### config.mk
export PLATFORM = sky130hd
export DESIGN_NAME = pipelined_adder_unit
export DESIGN_NICKNAME = d
export VERILOG_FILES = /design/src/rtl/pipelined_adder_unit.sv
export SDC_FILE = /design/constraint.sdc
export NUM_CORES = 1
export LEC_CHECK = 0
export ABC_AREA = 1
export ABC_CLOCK_PERIOD_IN_PS = 3800
export CAP_MARGIN = 10
export CORE_UTILIZATION = 25
export CTS_CLUSTER_DIAMETER = 200
export DETAILED_ROUTE_END_ITERATION = 10
export PLACE_DENSITY = 0.46
export SETUP_SLACK_MARGIN = 0.02
export SYNTH_ARGS = -nofsm -noshare
export SYNTH_HDL_FRONTEND = slang
export SYNTH_SLANG_ARGS = --single-unit
### constraint.sdc
create_clock -name clk -period 3.8 [get_ports clk]
set_input_delay 0.76 -clock clk [delete_from_list [all_inputs] [get_ports clk]]
set_output_delay 0.76 -clock clk [all_outputs]
set_load 0.02 [all_outputs]
### src/rtl/pipelined_adder_unit.sv
// Pipelined add/subtract unit: WIDTH-bit operation split into NSEG = WIDTH/SEG_W
// segments, one segment per stage, carry registered between stages. Upper operand
// segments are skewed forward until their stage; finished low result segments ride
// along so the last stage holds the full result. One op per cycle, global stall.
module pipelined_adder_unit #(
    parameter int WIDTH = 32,
    parameter int SEG_W = 16
) (
    input  logic             clk,
    input  logic             rst,
    input  logic             in_valid,
    output logic             in_ready,
    input  logic [WIDTH-1:0] a,
    input  logic [WIDTH-1:0] b,
    input  logic             cin,
    input  logic             sub,
    output logic             out_valid,
    input  logic             out_ready,
    output logic [WIDTH-1:0] out,
    output logic             cout,
    output logic             ovf,
    output logic             zero
);
    localparam int NSEG = WIDTH / SEG_W;

    // Stage k keeps (k+1) finished result segments; the partial results of all
    // stages are packed back to back in one flat vector.
    function automatic int sum_off(input int k);
        return SEG_W * k * (k + 1) / 2;
    endfunction

    // Stage k keeps the NSEG-1-k operand segments not yet added, packed likewise.
    function automatic int skew_off(input int k);
        return SEG_W * (k * (NSEG - 1) - k * (k - 1) / 2);
    endfunction

    localparam int SUM_BITS  = SEG_W * NSEG * (NSEG + 1) / 2;
    localparam int SKEW_BITS = (NSEG > 1) ? SEG_W * NSEG * (NSEG - 1) / 2 : 1;

    logic                 adv;
    logic [WIDTH-1:0]     b_eff;
    logic                 cin_eff;
    logic [NSEG-1:0]      vld_d, vld_q;
    logic [NSEG-1:0]      cry_d, cry_q;
    logic [SUM_BITS-1:0]  sum_d, sum_q;
    logic [SKEW_BITS-1:0] a_skew_d, a_skew_q;
    logic [SKEW_BITS-1:0] b_skew_d, b_skew_q;
    logic                 ovf_d, ovf_q;
    logic                 zero_d, zero_q;

    // Handshake and operand conditioning: subtract is a + ~b + 1, cin ignored.
    always_comb begin
        adv      = out_ready || !vld_q[NSEG-1];
        in_ready = adv && !rst;
        b_eff    = sub ? ~b : b;
        cin_eff  = sub ? 1'b1 : cin;
    end

    for (genvar gi = 0; gi < NSEG; gi++) begin : g_stage
        localparam int IW = WIDTH - gi * SEG_W;   // operand bits still pending here

        logic [IW-1:0] a_in;
        logic [IW-1:0] b_in;
        logic          c_in;
        logic          v_in;
        logic [SEG_W:0] seg_sum;

        if (gi == 0) begin : g_src_port
            assign a_in = a;
            assign b_in = b_eff;
            assign c_in = cin_eff;
            assign v_in = in_valid && in_ready;
            assign sum_d[sum_off(0) +: SEG_W] = seg_sum[SEG_W-1:0];
        end else begin : g_src_prev
            assign a_in = a_skew_q[skew_off(gi-1) +: IW];
            assign b_in = b_skew_q[skew_off(gi-1) +: IW];
            assign c_in = cry_q[gi-1];
            assign v_in = vld_q[gi-1];
            // Lower finished segments pass through unchanged, this segment on top.
            assign sum_d[sum_off(gi) +: gi*SEG_W]           = sum_q[sum_off(gi-1) +: gi*SEG_W];
            assign sum_d[sum_off(gi) + gi*SEG_W +: SEG_W] = seg_sum[SEG_W-1:0];
        end

        // Segment adder: the lowest pending segment plus the incoming carry.
        assign seg_sum  = {1'b0, a_in[SEG_W-1:0]} + {1'b0, b_in[SEG_W-1:0]}
                        + {{SEG_W{1'b0}}, c_in};
        assign cry_d[gi] = seg_sum[SEG_W];
        assign vld_d[gi] = v_in;

        if (gi < NSEG - 1) begin : g_skew
            assign a_skew_d[skew_off(gi) +: IW-SEG_W] = a_in[IW-1:SEG_W];
            assign b_skew_d[skew_off(gi) +: IW-SEG_W] = b_in[IW-1:SEG_W];
        end else begin : g_flags
            // Carry into the MSB recovered from the MSB sum bit: a ^ b ^ c.
            logic msb_cin;
            assign msb_cin = a_in[SEG_W-1] ^ b_in[SEG_W-1] ^ seg_sum[SEG_W-1];
            assign ovf_d   = msb_cin ^ seg_sum[SEG_W];
            assign zero_d  = (sum_d[sum_off(gi) +: WIDTH] == '0);
        end
    end

    if (NSEG == 1) begin : g_no_skew
        assign a_skew_d = '0;
        assign b_skew_d = '0;
    end

    // Pipeline registers: clear on reset, shift all stages together on advance.
    always_ff @(posedge clk) begin
        if (rst) begin
            vld_q    <= '0;
            cry_q    <= '0;
            sum_q    <= '0;
            a_skew_q <= '0;
            b_skew_q <= '0;
            ovf_q    <= 1'b0;
            zero_q   <= 1'b0;
        end else if (adv) begin
            vld_q    <= vld_d;
            cry_q    <= cry_d;
            sum_q    <= sum_d;
            a_skew_q <= a_skew_d;
            b_skew_q <= b_skew_d;
            ovf_q    <= ovf_d;
            zero_q   <= zero_d;
        end
    end

    assign out_valid = vld_q[NSEG-1];
    assign out       = sum_q[sum_off(NSEG-1) +: WIDTH];
    assign cout      = cry_q[NSEG-1];
    assign ovf       = ovf_q;
    assign zero      = zero_q;

endmodule

==> results of run 1 <==
[metal layers]
layer	up-vias	global-route usage, %
met3	18	2.80
met4	2	4.80
met5	-	0
met2	92	22.9
li1	2586	-
met1	2093	17.9
[state kept, by name, indices dropped and copies added (netlist names)]
register and count:
b_skew_q 16, cry_q 2, sum_q 48, a_skew_q 16
ovf 1, zero 1, vld_q 2
[cell families (layout without fill, tap and decap cells)]
| kind of cell | Yosys count | after routing | share of synthesized area (%) |
|---|---|---|---|
| AOI/OAI and AO/OA | 165 | 165 | 16.9 |
| xor gates and xnor gates | 43 | 43 | 6.90 |
| adders and majority gates | 34 | 34 | 8.34 |
| buffers and inverters | 161 | 227 | 13.5 |
| DFF | 86 | 86 | 31.5 |
| and+or+nand+nor | 284 | 284 | 22.9 |
[stage by stage]
stage | hold slack, ps | area [µm²] | setup slack (ps)
2_1_floorplan | 430 | 5460 | 686
3_3_place_gp | 453 | 6560 | 553
3_5_place_dp | 457 | 6560 | 519
4_1_cts | 466 | 6870 | 809
5_1_grt | 500 | 6870 | 666
6_report | 464 | 6870 | 839
[layout make-up]
| cell class | instances | area [µm²] |
|---|---|---|
| fill | 2343 | 14400 |
| multi-input combinational | 526 | 3000 |
| sequential | 86 | 1720 |
| timing repair buffer | 113 | 1120 |
| inverter | 98 | 368 |
| tap | 275 | 344 |
| clock buffer | 12 | 256 |
| clock inverter | 4 | 53.8 |
[placed cells by master, fill, tap and decap left out, types with 4 or more instances in the layout]
cell	instances
nand2_1	129
clkdlybuf4s50_1	105
inv_1	95
dfxtp_1	86
nor2_1	82
o21ai_0	77
a21oi_1	51
ha_1	30
nand3_1	28
xnor2_1	22
xor2_1	21
o211ai_1	17
nand2_2	13
nand4_1	10
clkbuf_16	9
o21bai_1	8
buf_4	6
nand3_2	5
nor3_1	4
a31oi_1	4
nor2_2	4
nor2_4	4
fa_1	4
[critical path, stage by stage]
cell             delay [ps]
clkdlybuf4s50_1         400
or2_4                   260
inv_1                   160
nor2_1                   70
clkdlybuf4s50_1         550
[power breakdown]
group | leakage, nW | switching [mW] | total [mW] | internal, mW
Sequential | 0.714 | 0.0671 | 1.08 | 1.01
Combinational | 2.34 | 0.496 | 0.878 | 0.382
Clock | 0.145 | 0.369 | 0.917 | 0.548
[path summary, 6_finish.rpt]
path	end	cells past startpoint	start	slack (ps)
worst max-delay path	in_ready	5	out_ready	840
worst min-delay path	vld_q[0]	2	vld_q[0]	460
worst max register to register	zero	11	cry_q[0]	1170
worst min register to register	vld_q[0]	2	vld_q[0]	460
==> key figures, run 1 <==
Yosys
  – Cells after Synth: 773
  – Mapped cell area: 5460 µm²
  – Syn Area/Cell: 7.06 µm²
  – Syn. warnings: 0
  – Leading area contributor after synthesis: dfxtp_1
  – Post-synth cell types: 35
  – Async SR Flop Fraction: 0%
  – Syn_nets: 877
  – Predominant post-synthesis flop cell: dfxtp_1
  – Number of synthesized register bits: 86
  – Synth top cells by count: 129 x nand2_1, 95 x inv_1, 86 x dfxtp_1
  – Post-synth EDFFs: 0
  – Area share of the largest cell type after synthesis: 31.5%
  – Sequential area share after synthesis: 31.5%
  – Count leader, synth: nand2_1
  – Largest cells by area after synthesis: dfxtp_1 32%, nand2_1 8.9%, o21ai_0 7.1%

GRT
  – Initial antenna violation count: 1
  – GR Overflow Total: 0
  – First-pass GRT wire length: 24200 µm
  – Pin count of the biggest net entering global routing: 73
  – GR Util All Layers: 13.9%
  – Vias in the first global route: 4791

Place
  – # placed instances: 1098
  – Hpwl dp: 11300 µm
  – Gpl congestion: 0.853
  – Port-buffer cells: 106

Clocking
  – Post-CTS Hold Buffers: 0
  – H-Tree Level Count: 3
  – Clock Root Buffer: clkbuf_16
  – CTS tree: done
  – CTS clk-pin slew, worst paths: 70 ps
  – Clk sinks: 86
  – Post-cts gate resize count: 0
  – Worst skew pair latency: 340 ps
  – Bufs on Longest Clock Path: 2
  – Setup Fix Bufs, Post-CTS: 0
  – Inserted Clock Buffers: 9

Detailed routing
  – M1 WL: 7150 µm
  – Final ANT Viol Nets: 0
  – Met3 WL post-DR: 649 µm
  – DR top layer: met5
  – Final wirelength: 14800 µm
  – Initial DRC count: 223
  – DRC viols: 0
  – Met2 wire length: 6810 µm
  – DR WL/cell: 13.3 µm
  – Drt pass-1 iters: 5
  – Vias post-DR: 4791
  – DR vias/cell: 4.30

Floorplanning
  – Initial Util: 25.7%
  – Chip Height: 150 µm
  – FP Rows: 53
  – Die area: 22400 µm²
  – Die Span X: 150 µm
  – Core Area: 21200 µm²
  – # IOs: 107

Setup path
  – CP Launch Type: input port
  – Crit Path Max Fanout: 3
  – WP data arrival: 2200 ps
  – Crit end category: output port
  – WS Path Type: in2out
  – Worst Path Required: 3040 ps

Final layout
  – Fin cells: 1114
  – Area grow syn2layout: 25.8%
  – Number of diodes: 0
  – Final core utilization: 32.4%
  – NumNets Final: 938
  – Layout cell share with drive strength beyond 1: 6.91%

STA
  – Final period util: 77.9%
  – RSZ-0062 raised after global routing: no
  – Final Setup Violations: 0
  – Crit path time final: 2960 ps
  – Fmax achieved: 0.338 GHz
  – Setup_tns: 0 ps
  – Clock Skews: 9.19 ps
  – Final Hold Vio Count: 0
  – Slew Viols, Final: 0
  – Rel. slew slack: 55.6%
  – Worst Tran Pin Value: 665 ps

Power and ir drop
  – Total power: 2.87 mW
  – P per Cell Area: 418 nW/µm²
  – Leakage: 3.20 nW
  – Peak supply drop: 202 µV

Job
  – Max-cap viol count: 0

Status
  – Status: finished, final reports clean

Hold path
  – Hold/Removal Path Class: reg2reg
(Power assumes the default switching activity.)
==> run 2, diff against run 1 <==
--- a/config.mk
+++ b/config.mk
@@ -6,12 +6,12 @@
 export NUM_CORES = 1
 export LEC_CHECK = 0
 export ABC_AREA = 1
-export ABC_CLOCK_PERIOD_IN_PS = 3800
+export ABC_CLOCK_PERIOD_IN_PS = 2450
 export CAP_MARGIN = 10
 export CORE_UTILIZATION = 25
 export CTS_CLUSTER_DIAMETER = 200
 export DETAILED_ROUTE_END_ITERATION = 10
-export PLACE_DENSITY = 0.46
+export PLACE_DENSITY = 0.47
 export SETUP_SLACK_MARGIN = 0.02
 export SYNTH_ARGS = -nofsm -noshare
 export SYNTH_HDL_FRONTEND = slang
==> constraint.sdc (replaced) <==
create_clock -name clk -period 2.45 [get_ports clk]
set_input_delay 0.49 -clock clk [delete_from_list [all_inputs] [get_ports clk]]
set_output_delay 0.49 -clock clk [all_outputs]
set_load 0.02 [all_outputs]
==> run 2 against run 1 <==
Register-to-register slack worse by 990 ps. Global-route usage up 0.21 points. Design area up 5.3%. Count of clock-buffer cells in the layout down 2. Sequential share of layout area down 1.3 points. Worst hold slack worse by 1.5 ps. Sequential power up 55%. Critical path depth up 6. Setup slack worse by 660 ps. Total power up 63%. Via count up 2.5%. Largest cell class unchanged.
==> key figures, run 2 (synthesized netlist as in run 1, its figures left out) <==
Power and ir drop
  – Net Sw Power: 1.50 mW (+61%)
  – P per Cell Area: 647 nW/µm² (+55%)
  – Peak supply drop: 327 µV (+62%)
  – Clock share of power: 32.1% (+0.2 points)
  – Logic pwr share: 32.2% (+1.6 points)
  – Leakage: 3.41 nW (+6.7%)
  – Switching Share: 32.1% (-0.31 points)
  – Reg power frac: 35.7% (-1.8 points)
  – Cell Int Power: 3.17 mW (+64%)

Final layout
  – Commonest cells after routing, fill and taps aside: 128 x nand2_1, 102 x clkdlybuf4s50_1, 95 x inv_1, 86 x dfxtp_1, 80 x nor2_1
  – NumNets Final: 972 (+3.6%)
  – # fillers: 2311 (-1.4%)
  – Largest Register: sum_q
  – Fin area: 7230 µm² (+5.3%)
  – Fin cells: 1148 (+3.1%)
  – Max FFs per register: 48 (unchanged)
  – Number of diodes: 0 (unchanged)
  – Commonest non-fill, non-tap cell in the layout: nand2_1
  – Area grow syn2layout: 32.6%
  – Largest regs: sum_q (48), a_skew_q (16), b_skew_q (16)
  – Layout cell share with drive strength beyond 1: 11.8% (+4.9 points)

STA
  – Rel. slew slack: 65.0% (+9.3 points)
  – Crit path time final: 2270 ps
  – Fmax achieved: 0.440 GHz
  – Final period util: 92.7%
  – Slew Viols, Final: 0 (unchanged)
  – Final Setup Violations: 0 (unchanged)
  – Clock Skews: 7.76 ps (-1.43 ps)
  – Final Hold Vio Count: 0 (unchanged)
  – RSZ-0062 raised after global routing: no
  – Hold_ws: 462 ps (-1.51 ps)
  – Worst Tran Pin Value: 526 ps (-140 ps)

Setup path
  – WS Path Type: reg2reg
  – Crit Path Max Fanout: 2 (-1)
  – Worst Path Required: 2740 ps (-300 ps)
  – FF-to-FF setup slack: 180 ps (-990 ps)
  – R2R depth: 11 (unchanged)
  – Worst R2R End: zero
  – CP Launch Type: register
  – Crit end category: register
  – Reg2reg start: cry_q[0]
  – WP data arrival: 2560 ps (+360 ps)

Clocking
  – Clk sinks: 86 (unchanged)
  – H-Tree Level Count: 3 (unchanged)
  – Clock Root Buffer: clkbuf_16
  – Inserted Clock Buffers: 9 (unchanged)
  – Bufs on Longest Clock Path: 2 (unchanged)
  – Post-CTS Hold Buffers: 0 (unchanged)
  – CTS clk-pin slew, worst paths: 70 ps (about the same)
  – Worst skew pair latency: 350 ps (about the same)
  – CTS tree: done

Detailed routing
  – DRC viols: 0 (unchanged)
  – Initial DRC count: 207 (-7.2%)
  – Final ANT Viol Nets: 0 (unchanged)
  – DR vias/cell: 4.28 (-0.57%)
  – Final wirelength: 14900 µm (+0.42%)
  – DR WL/cell: 13.0 µm (-2.5%)
  – Vias post-DR: 4909 (+2.5%)
  – Drt pass-1 iters: 5 (unchanged)

GRT
  – GR Util All Layers: 14.1% (+0.21 points)
  – Vias in the first global route: 4902 (+2.3%)
  – Pin count of the biggest net entering global routing: 124 (+70%)
  – Initial antenna violation count: 0 (-1)
  – First-pass GRT wire length: 24700 µm (+2.2%)
  – GR Overflow Total: 0 (unchanged)

Place
  – Hpwl dp: 11200 µm (-0.89%)
  – # placed instances: 1131 (+3.0%)
  – Placed Area: 6840 µm² (+4.4%)
  – Gpl congestion: 0.840 (-1.6%)
  – Port-buffer cells: 106 (unchanged)

Floorplanning
  – Initial Util: 25.7% (unchanged)
  – Core Area: 21200 µm² (unchanged)
  – Die Span X: 150 µm (unchanged)
  – # IOs: 107 (unchanged)
  – Die area: 22400 µm² (unchanged)
  – FP Rows: 53 (unchanged)
  – Chip Height: 150 µm (unchanged)

Status
  – Status: finished, final reports clean

Hold path
  – Hold Path End: vld_q[0]
  – Hold/Removal Path Class: reg2reg
  – HP Start: vld_q[0]
  – Hold Path Stages: 2 (unchanged)

Job
  – Max-cap viol count: 0 (unchanged)
## run 2: cell types whose count changed in the layout (fill, tap and decap cells not counted), sizes merged
cell	previous run	this run
buf	8	42
bufinv	1	2
clkbuf	12	10
clkdlybuf4s50	105	102
clkinv	0	1
dlymetal6s2s	0	3
## run 2: stage by stage
step / power, mW / worst slack (ps) / TNS (ps) / utilization, %
floorplan: 2.66 / -118 / -327 / -
global placement: 3.19 / -346 / -2130 / 32.2
detailed placement: 3.20 / -345 / -2340 / 32.2
CTS: 4.73 / 22.9 / 0 / 33.8
global route: 4.99 / 25.4 / 0 / 34.1
finish: 4.68 / 179 / 0 / 34.1
## run 2: critical path, cell delays in order (launching register included)
cell     delay [ps]
dfxtp_1         340
fa_2            410
fa_2            440
nor2_2          120
nand4_1         100
nor2_1          120
nand2_1          90
nor2_2          140
nand3_1          80
nor2_1          130
nand3_2         110
a21oi_2         110
## run 2: repair_timing
item	in CTS	in global routing
pin swaps	0	10
gates resized for setup	2	14
setup buffers	0	1
endpoints found under the setup margin	3	10
cloned	0	0
## run 2: power by group through the flow
stage	clock network [mW]	registers, mW	logic (mW)
2_1_floorplan	0	1.67	0.990
3_3_place_gp	0	1.70	1.49
3_5_place_dp	0	1.70	1.50
4_1_cts	1.55	1.67	1.51
5_1_grt	1.60	1.69	1.70
6_report	1.50	1.67	1.51
## run 2: worst max-delay path by stage
stage	from	cells after the start	endpoint
final	cry_q[0]	11	zero
after floorplan	sub	12	sum_q[8]
after global placement	cin	12	sum_q[14]
after global routing	b[2]	13	sum_q[13]
after CTS	cry_q[0]	11	zero
after detailed placement	cin	12	sum_q[14]
## run 2: area by class of cell
cell class	instances	area (µm²)	share of cell area (%)
clock buffers	10	229	3.16
clock inverters	6	95.1	1.31
inverters	98	368	5.08
multi-input cells	526	3070	42.4
flip-flops and latches	86	1720	23.8
well taps	275	344	4.76
repair buffers	147	1410	19.5
## run 2: routing by layer
layer	wire length, µm	vias to the layer above	global-route usage, %
li1	-	2650	-
met1	7030	2159	17.9
met2	7010	88	23.8
met3	622	12	2.44
met4	223	0	5.15
met5	0	-	0
==> run 3, diff against run 2 <==
--- a/config.mk
+++ b/config.mk
@@ -9,9 +9,10 @@
 export ABC_CLOCK_PERIOD_IN_PS = 2450
 export CAP_MARGIN = 10
 export CORE_UTILIZATION = 25
-export CTS_CLUSTER_DIAMETER = 200
+export CTS_CLUSTER_DIAMETER = 120
 export DETAILED_ROUTE_END_ITERATION = 10
 export PLACE_DENSITY = 0.47
+export REMOVE_ABC_BUFFERS = 1
 export SETUP_SLACK_MARGIN = 0.02
 export SYNTH_ARGS = -nofsm -noshare
 export SYNTH_HDL_FRONTEND = slang
==> run 3 against run 2 <==
Routed wire length shrank 2.0%. Global-route usage shrank 0.47 points. Critical path depth is the same. Total power shrank 1.4%. Flip-flop and latch count is the same. Worst hold slack gained 1.7 ps. Count of clock-buffer cells in the layout shrank 1. Clock power shrank 3%. Setup slack lost 55 ps. Sequential share of layout area is essentially flat.
==> key figures, run 3 (synthesized netlist as in run 1, its figures left out) <==
Status
  – Status: finished, final reports clean

GRT
  – First-pass GRT wire length: 23900 µm (-3.3%)
  – Pin count of the biggest net entering global routing: 48 (-61%)
  – Vias in the first global route: 4807 (-1.9%)
  – GR Overflow Total: 0 (unchanged)
  – Initial antenna violation count: 2 (+2)
  – GR Util All Layers: 13.6% (-0.47 points)

Clocking
  – CTS clk-pin slew, worst paths: 70 ps (about the same)
  – Bufs on Longest Clock Path: 2 (unchanged)
  – Clk sinks: 86 (unchanged)
  – CTS tree: done
  – Worst skew pair latency: 350 ps (about the same)
  – H-Tree Level Count: 3 (unchanged)
  – Clock Root Buffer: clkbuf_16
  – Inserted Clock Buffers: 9 (unchanged)

STA
  – Setup slack after layout: 123 ps (-55.5 ps)
  – Clock Skews: 9.14 ps (+1.38 ps)
  – Slew Viols, Final: 0 (unchanged)
  – Final Hold Vio Count: 0 (unchanged)
  – RSZ-0062 raised after global routing: yes
  – Crit path time final: 2330 ps (+55.5 ps)
  – Rel. slew slack: 62.9% (-2.1 points)
  – Final Setup Violations: 0 (unchanged)
  – Final period util: 95.0% (+2.3 points)
  – Worst Tran Pin Value: 557 ps (+31.5 ps)
  – Fmax achieved: 0.430 GHz (-2.4%)

Floorplanning
  – Die Span X: 150 µm (unchanged)
  – Core Area: 21200 µm² (unchanged)
  – Die area: 22400 µm² (unchanged)
  – # IOs: 107 (unchanged)
  – Chip Height: 150 µm (unchanged)
  – Initial Util: 25.7% (unchanged)
  – FP Rows: 53 (unchanged)

Final layout
  – Commonest non-fill, non-tap cell in the layout: nand2_1
  – Max FFs per register: 48 (unchanged)
  – Largest Register: sum_q
  – NumNets Final: 973 (+0.10%)
  – Largest regs: sum_q (48), a_skew_q (16), b_skew_q (16)
  – Area grow syn2layout: 32.7%
  – Layout cell share with drive strength beyond 1: 12.6% (+0.79 points)
  – Commonest cells after routing, fill and taps aside: 127 x nand2_1, 103 x clkdlybuf4s50_1, 95 x inv_1, 85 x dfxtp_1, 80 x nor2_1
  – Fin cells: 1150 (+0.17%)

Power and ir drop
  – Leakage: 3.40 nW (-0.25%)
  – P per Cell Area: 637 nW/µm² (-1.5%)
  – Peak supply drop: 283 µV (-13%)

Setup path
  – Worst Path Required: 2740 ps (about the same)
  – Worst setup startpoint: b_skew_q[0]
  – Reg2reg start: b_skew_q[0]
  – Crit end category: register
  – WS Path Type: reg2reg
  – Max incr delay on CP: 480 ps (+40 ps)
  – Top delay family on crit path: simple AND/OR/NAND/NOR gates
  – CP Launch Type: register
  – Crit Path Max Fanout: 2 (unchanged)
  – Worst Path Buf+Inv: 0 (unchanged)
  – CP max stage cell: fa_2
  – WP data arrival: 2620 ps (+60 ps)
  – Cell Chain, Critical Path: fa_2 > fa_2 > nor2_2 > nand4_1 > nor2_1 > nand2_1 > nor2_1 > nand3_2 > nor2_4 > nand3_4 > a21oi_2

Detailed routing
  – DR WL/cell: 12.7 µm (-2.1%)
  – Final wirelength: 14600 µm (-2.0%)
  – Drt pass-1 iters: 4 (-1)
  – Initial DRC count: 262 (+27%)
  – Vias post-DR: 4905 (-0.081%)
  – Final ANT Viol Nets: 0 (unchanged)
  – DR vias/cell: 4.27 (-0.26%)
  – DRC viols: 0 (unchanged)

Place
  – Port-buffer cells: 106 (unchanged)
  – Gpl congestion: 0.857 (+2.0%)
  – # placed instances: 1131 (unchanged)
  – Hpwl dp: 11000 µm (-1.8%)
  – Pre-CTS setup slack: -530 ps (-185 ps)

Hold path
  – HP Start: vld_q[0]
  – Hold/Removal Path Class: reg2reg

Job
  – Max-cap viol count: 0 (unchanged)
==> run 3: layout make-up <==
cell class	count	area [µm²]
diodes	1	2.50
clock buffers	9	225
clock inverters	7	80.1
fillers	2301	14000
inverters	98	368
multi-input cells	526	3110
flip-flops and latches	86	1720
well taps	275	344
repair buffers	148	1390
==> run 3: final timing paths <==
kind / slack, ps / end / depth (start not counted)
setup reg to reg: 120 / zero / 11
hold / removal: 460 / vld_q[0] / 2
hold reg to reg: 460 / vld_q[0] / 2
setup / recovery: 120 / zero / 11
==> run 3: through the flow <==
step	power [mW]	util (%)	TNS, ps	instance area (µm²)	hold WS, ps
final	4.61	34.1	0	7240	464
after global routing	4.92	34.1	-30.2	7240	498
after CTS	4.65	33.6	0	7140	466
after detailed placement	3.16	32.1	-4280	6810	456
after global placement	3.16	32.1	-4000	6810	452
after floorplan	2.54	-	-71520	5090	430
==> run 3: power by group <==
group / switching [mW] / internal (mW)
logic: 0.794 / 0.702
clock network: 0.645 / 0.806
registers: 0.101 / 1.57
total: 1.54 / 3.07
==> run 3: repair_timing <==
item,CTS,global route
pin swaps,2,12
endpoints found under the setup margin,7,11
gates resized for setup,9,19
setup buffers,0,2
hold buffers,0,0
==> run 3: tightest hold or removal path: stages (launching register included) <==
cell and delay (ps):
dfxtp_1 300, inv_1 70, a21oi_1 60
==> run 3: layer usage <==
metal  routed length [µm]  part of all wire [%]  track usage (%)  up-vias
met4                  252                   1.7             4.70        2
met1                 6840                    47             16.9     2151
met3                  582                   4.0             2.90       18
li1                     -                     -                -     2656
met5                   11                 0.075                0        -
met2                 6920                    47             23.1       78
==> RTL change 1 (settings of run 2) <==
The parameter `WIDTH` goes from 32 to 64.
--- a/src/rtl/pipelined_adder_unit.sv
+++ b/src/rtl/pipelined_adder_unit.sv
@@ -3,7 +3,7 @@
 // segments are skewed forward until their stage; finished low result segments ride
 // along so the last stage holds the full result. One op per cycle, global stall.
 module pipelined_adder_unit #(
-    parameter int WIDTH = 32,
+    parameter int WIDTH = 64,
     parameter int SEG_W = 16
 ) (
     input  logic             clk,
Interface: changed (resized a, b and out); port bits go from 107 to 203. No check against the original RTL was run, so the function may have changed too.
==> RTL change 1 against run 2 <==
The flow now finishes with violations (design-rule violations). Critical path type unchanged. Setup slack got worse by 0.10 ns. Non-clock buffer count increased by 120. Clock power increased to 4.7 times the old value. Highest routed layer unchanged. Global-route usage decreased by 0.64 points. Fmax decreased by 4.4%. Synthesized area increased to 3.1 times the old value. Sequential cell count increased by 276. Power increased to 3.4 times the old value. Clock skew increased by 0.014 ns. Synthesized cell count increased to 2.9 times the old value. Final area increased to 2.9 times the old value. Count of clock-buffer cells in the layout increased by 50. Utilization decreased by 2.1 points. Routed wire length increased to 3.1 times the old value.
==> RTL change 1: results (changes against run 2) <==
| Metric | Value |
|---|---|
| Status | `complete, but fails checks` |
| Failing checks | `design-rule violations` |
| GPL Wtd Cong | `0.806 (-4.0%)` |
| P&R area growth vs syn | `26.4%` |
| 1st-pass router iterations | `8 (+3)` |
| Syn_area_per_cell | `7.57 µm² (+7.3%)` |
| Multi-input gates | `1491 (+180%)` |
| R2R cell count | `13 (+2)` |
| FILL cells | `6978 (+200%)` |
| Top cell types by occurrence after synthesis | `nor2_1, dfxtp_1, o21ai_0` |
| DP Worst Slack | `-0.581 ns (-0.237 ns)` |
| Fin Clk Skew | `0.0220 ns (+0.0142 ns)` |
| CTS Buffer Depth | `3 (+1)` |
| Maximum vdd drop | `0.450 mV (+38%)` |
| Setup ws final | `0.0749 ns (-0.104 ns)` |
| CP peak stage delay | `0.41 ns (-0.03 ns)` |
| Reg2Reg Setup Slack | `0.07 ns (-0.10 ns)` |
| Worst skew pair latency | `0.57 ns (+0.22 ns)` |
| Seq. cell area | `7250 µm² (+320%)` |
| Via density | `4.34 (+1.4%)` |
| Total CTS buffers | `44 (+35)` |
| Hold Startpoint | `sum_q[47]` |
| Worst Hold Endpoint | `sum_q[79]` |
| Cell Count, Final, Fillers Out | `3228 (+180%)` |
| Clk tree area frac | `0.0751 (+0.0303)` |
| Buffers on Ports | `202 (+91%)` |
| Layout cells sized above 1 | `0.0795 (-0.0385)` |
| Die X-Extent | `261 µm (+74%)` |
| Mapped Nets | `2408 (+170%)` |
| Buffers excl. clock | `267 (+82%)` |
| Leak pwr | `9.82 nW (+190%)` |
| HPWL after DPL | `33000 µm (+190%)` |
| CP Max Fanout | `3 (+1)` |
| Hold slack | `0.448 ns (-0.0146 ns)` |
| DP Cell Count | `3147 (+180%)` |
| Clock sinks | `362 (+320%)` |
| First-pass GRT wire length | `73500 µm (+200%)` |
| H-tree depth | `2 (-1)` |
| DRC viols | `26 (+26)` |
| Post-synthesis sequential area ratio | `0.434 (+0.118)` |
| Layout clock buffers | `60 (+50)` |
| Multi-input gate share of total cell area | `0.375 (-0.0490)` |
| Yosys cell types | `39 (+11%)` |
| Largest net degree at the start of global routing | `99 (-20%)` |
| Nets | `2531 (+160%)` |
## RTL change 1: kinds of logic (layout without fill, tap and decap cells)
logic type,after synthesis,after routing,synth area share
buf+inv,353,511,0.0983
compound gates,596,596,0.187
flops,362,362,0.434
xor+xnor,99,99,0.0519
fa+ha+maj,68,68,0.0545
simple gates,728,728,0.174
## RTL change 1: where the power goes
part           internal [W]  total (W)  leakage, nW  switching (W)
clock network       0.00446    0.00705        0.783        0.00260
registers           0.00638    0.00664         2.98       0.000258
logic               0.00102    0.00227         6.05        0.00125
total                0.0119     0.0160         9.82        0.00411
## RTL change 1: routing by layer
metal  track usage  vias to the layer above  part of all wire
li1              -                     7360                 -
met1         0.185                     6362              0.50
met2         0.213                      223              0.44
met3        0.0249                       51             0.045
met4        0.0374                        0             0.020
met5             0                        -                 0
## RTL change 1: what timing repair did
item,4_1_cts,5_1_grt
hold buffers,0,0
endpoints found under the setup margin,2,5
pin swaps,3,1
gates resized for setup,11,11
==> RTL change 2 (flow settings as in run 2) <==
Made on the original files. Reset style: asynchronous (`rst`), changed in one clocked block.
--- a/src/rtl/pipelined_adder_unit.sv
+++ b/src/rtl/pipelined_adder_unit.sv
@@ -105,7 +105,7 @@
     end
 
     // Pipeline registers: clear on reset, shift all stages together on advance.
-    always_ff @(posedge clk) begin
+    always_ff @(posedge clk or posedge rst) begin
         if (rst) begin
             vld_q    <= '0;
             cry_q    <= '0;
Formal check against the unedited RTL: differs if rst is asserted again (counterexample within 4 cycles, from zero or initial values and one cycle with rst high); with rst held inactive, the same outputs for 10 cycles.
==> RTL change 2 against run 2 <==
Synthesized area grew 1.6%. First-iteration DRC count shrank 1.4%. Routed wire length shrank 2.5%. Setup slack lost 0.091 ns. Final area grew 0.62%. Die area grew 1.5%. Worst hold slack lost 0.012 ns. Power grew 27%. Sequential cell count is the same. Largest power group is now combinational cells.
==> RTL change 2: results (changes against run 2) <==
| Metric | Value |
|---|---|
| Status | `completed` |
| GPL Wtd Cong | `0.830 (-1.1%)` |
| Detailed Route WL | `14500 µm (-2.5%)` |
| Synth Area in Compound Gates | `0.0912 (-0.0773)` |
| Multi-input gates | `550 (+4.6%)` |
| Clk tree area frac | `0.0409 (-0.00389)` |
| Setup Fix Bufs, Post-CTS | `1 (+1)` |
| Top cell types by occurrence after synthesis | `nand2_1, dfrtp_1, inv_1` |
| Met3 Resource Use GR | `0.0259 (+0.00151)` |
| Seq group | `0.00204 W (+22%)` |
| Area share of the largest cell type after synthesis | `0.388 (+0.0728)` |
| Synth Area in XOR/XNOR | `0.0553 (-0.0137)` |
| Met1 usage | `0.173 (-0.00540)` |
| Nonclk inv count | `53 (-46%)` |
| Routed wl met3 | `521 µm (-16%)` |
| Fin Clk Skew | `0.00671 ns (-0.00105 ns)` |
| Sw Share | `0.380 (+0.0589)` |
| Kind of cell adding the most delay to the critical path | `buffers and inverters` |
| First-pass GRT wire length | `23500 µm (-5.0%)` |
| Wl on met1 | `6850 µm (-2.6%)` |
| Largest cells by area after synthesis | `dfrtp_1, nand2_1, ha_1` |
| Adder-cell share of the synthesized area | `0.0822 (-0.00128)` |
| Mapped Nets | `847 (-3.4%)` |
| Power density over the cells | `817 nW/µm² (+26%)` |
| Final instance area | `7280 µm² (+0.62%)` |
| Met2 track demand over resource | `0.226 (-0.0116)` |
| WL met2 | `6930 µm (-1.1%)` |
| Flip-flop and latch count | `86 (unchanged)` |
| Buffers excl. clock | `139 (-5.4%)` |
| Layout cells sized above 1 | `0.113 (-0.00542)` |
| Multi-input gate share of total cell area | `0.403 (-0.0214)` |
| Initial Util | `0.255 (-0.00242)` |
| Crit-path slowest cell | `clkdlybuf4s50_1` |
| GRT Overall Usage | `0.134 (-0.00640)` |
| Vias | `4754 (-3.2%)` |
| Seq. cell area | `2150 µm² (+25%)` |
| HPWL after DPL | `11400 µm (+1.6%)` |
| Largest net degree at the start of global routing | `87 (-30%)` |
| Leak pwr | `3.45 nW (+1.2%)` |
| Crit path arrival time | `1.87 ns (-0.69 ns)` |
| Predominant post-synthesis flop cell | `dfrtp_1` |
| Ys async rst share | `1.00 (+1.00)` |
RTL change 2: cell count changes in the layout (fill, tap and decap cells not counted), sizes merged, moves of 27 or more:
| cell | before | now |
|---|---|---|
| a21oi | 54 | 27 |
| dfrtp | 0 | 86 |
| dfxtp | 86 | 0 |
| inv | 99 | 54 |
| nand2 | 142 | 285 |
| nor2 | 90 | 53 |
| o21ai | 78 | 46 |
RTL change 2: stage by stage:
stage                     TNS (ns)  hold slack (ns)  instances
after CTS                        0            0.457       1123
after detailed placement     -2.14            0.441       1106
after global placement       -1.95            0.437       1106
final                            0            0.451       1124
after floorplan            -0.0503            0.420        743
after global routing             0            0.492       1124
RTL change 2: path summary, 6_finish.rpt:
path | from | end | cells past startpoint
min in group asynchronous | rst | sum_q[0] | 3
worst min register to register | vld_q[0] | vld_q[1] | 2
worst max-delay path | out_ready | in_ready | 4
worst max register to register | b_skew_q[0] | zero | 12
max in group asynchronous | rst | sum_q[44] | 3
worst min-delay path | vld_q[0] | vld_q[1] | 2
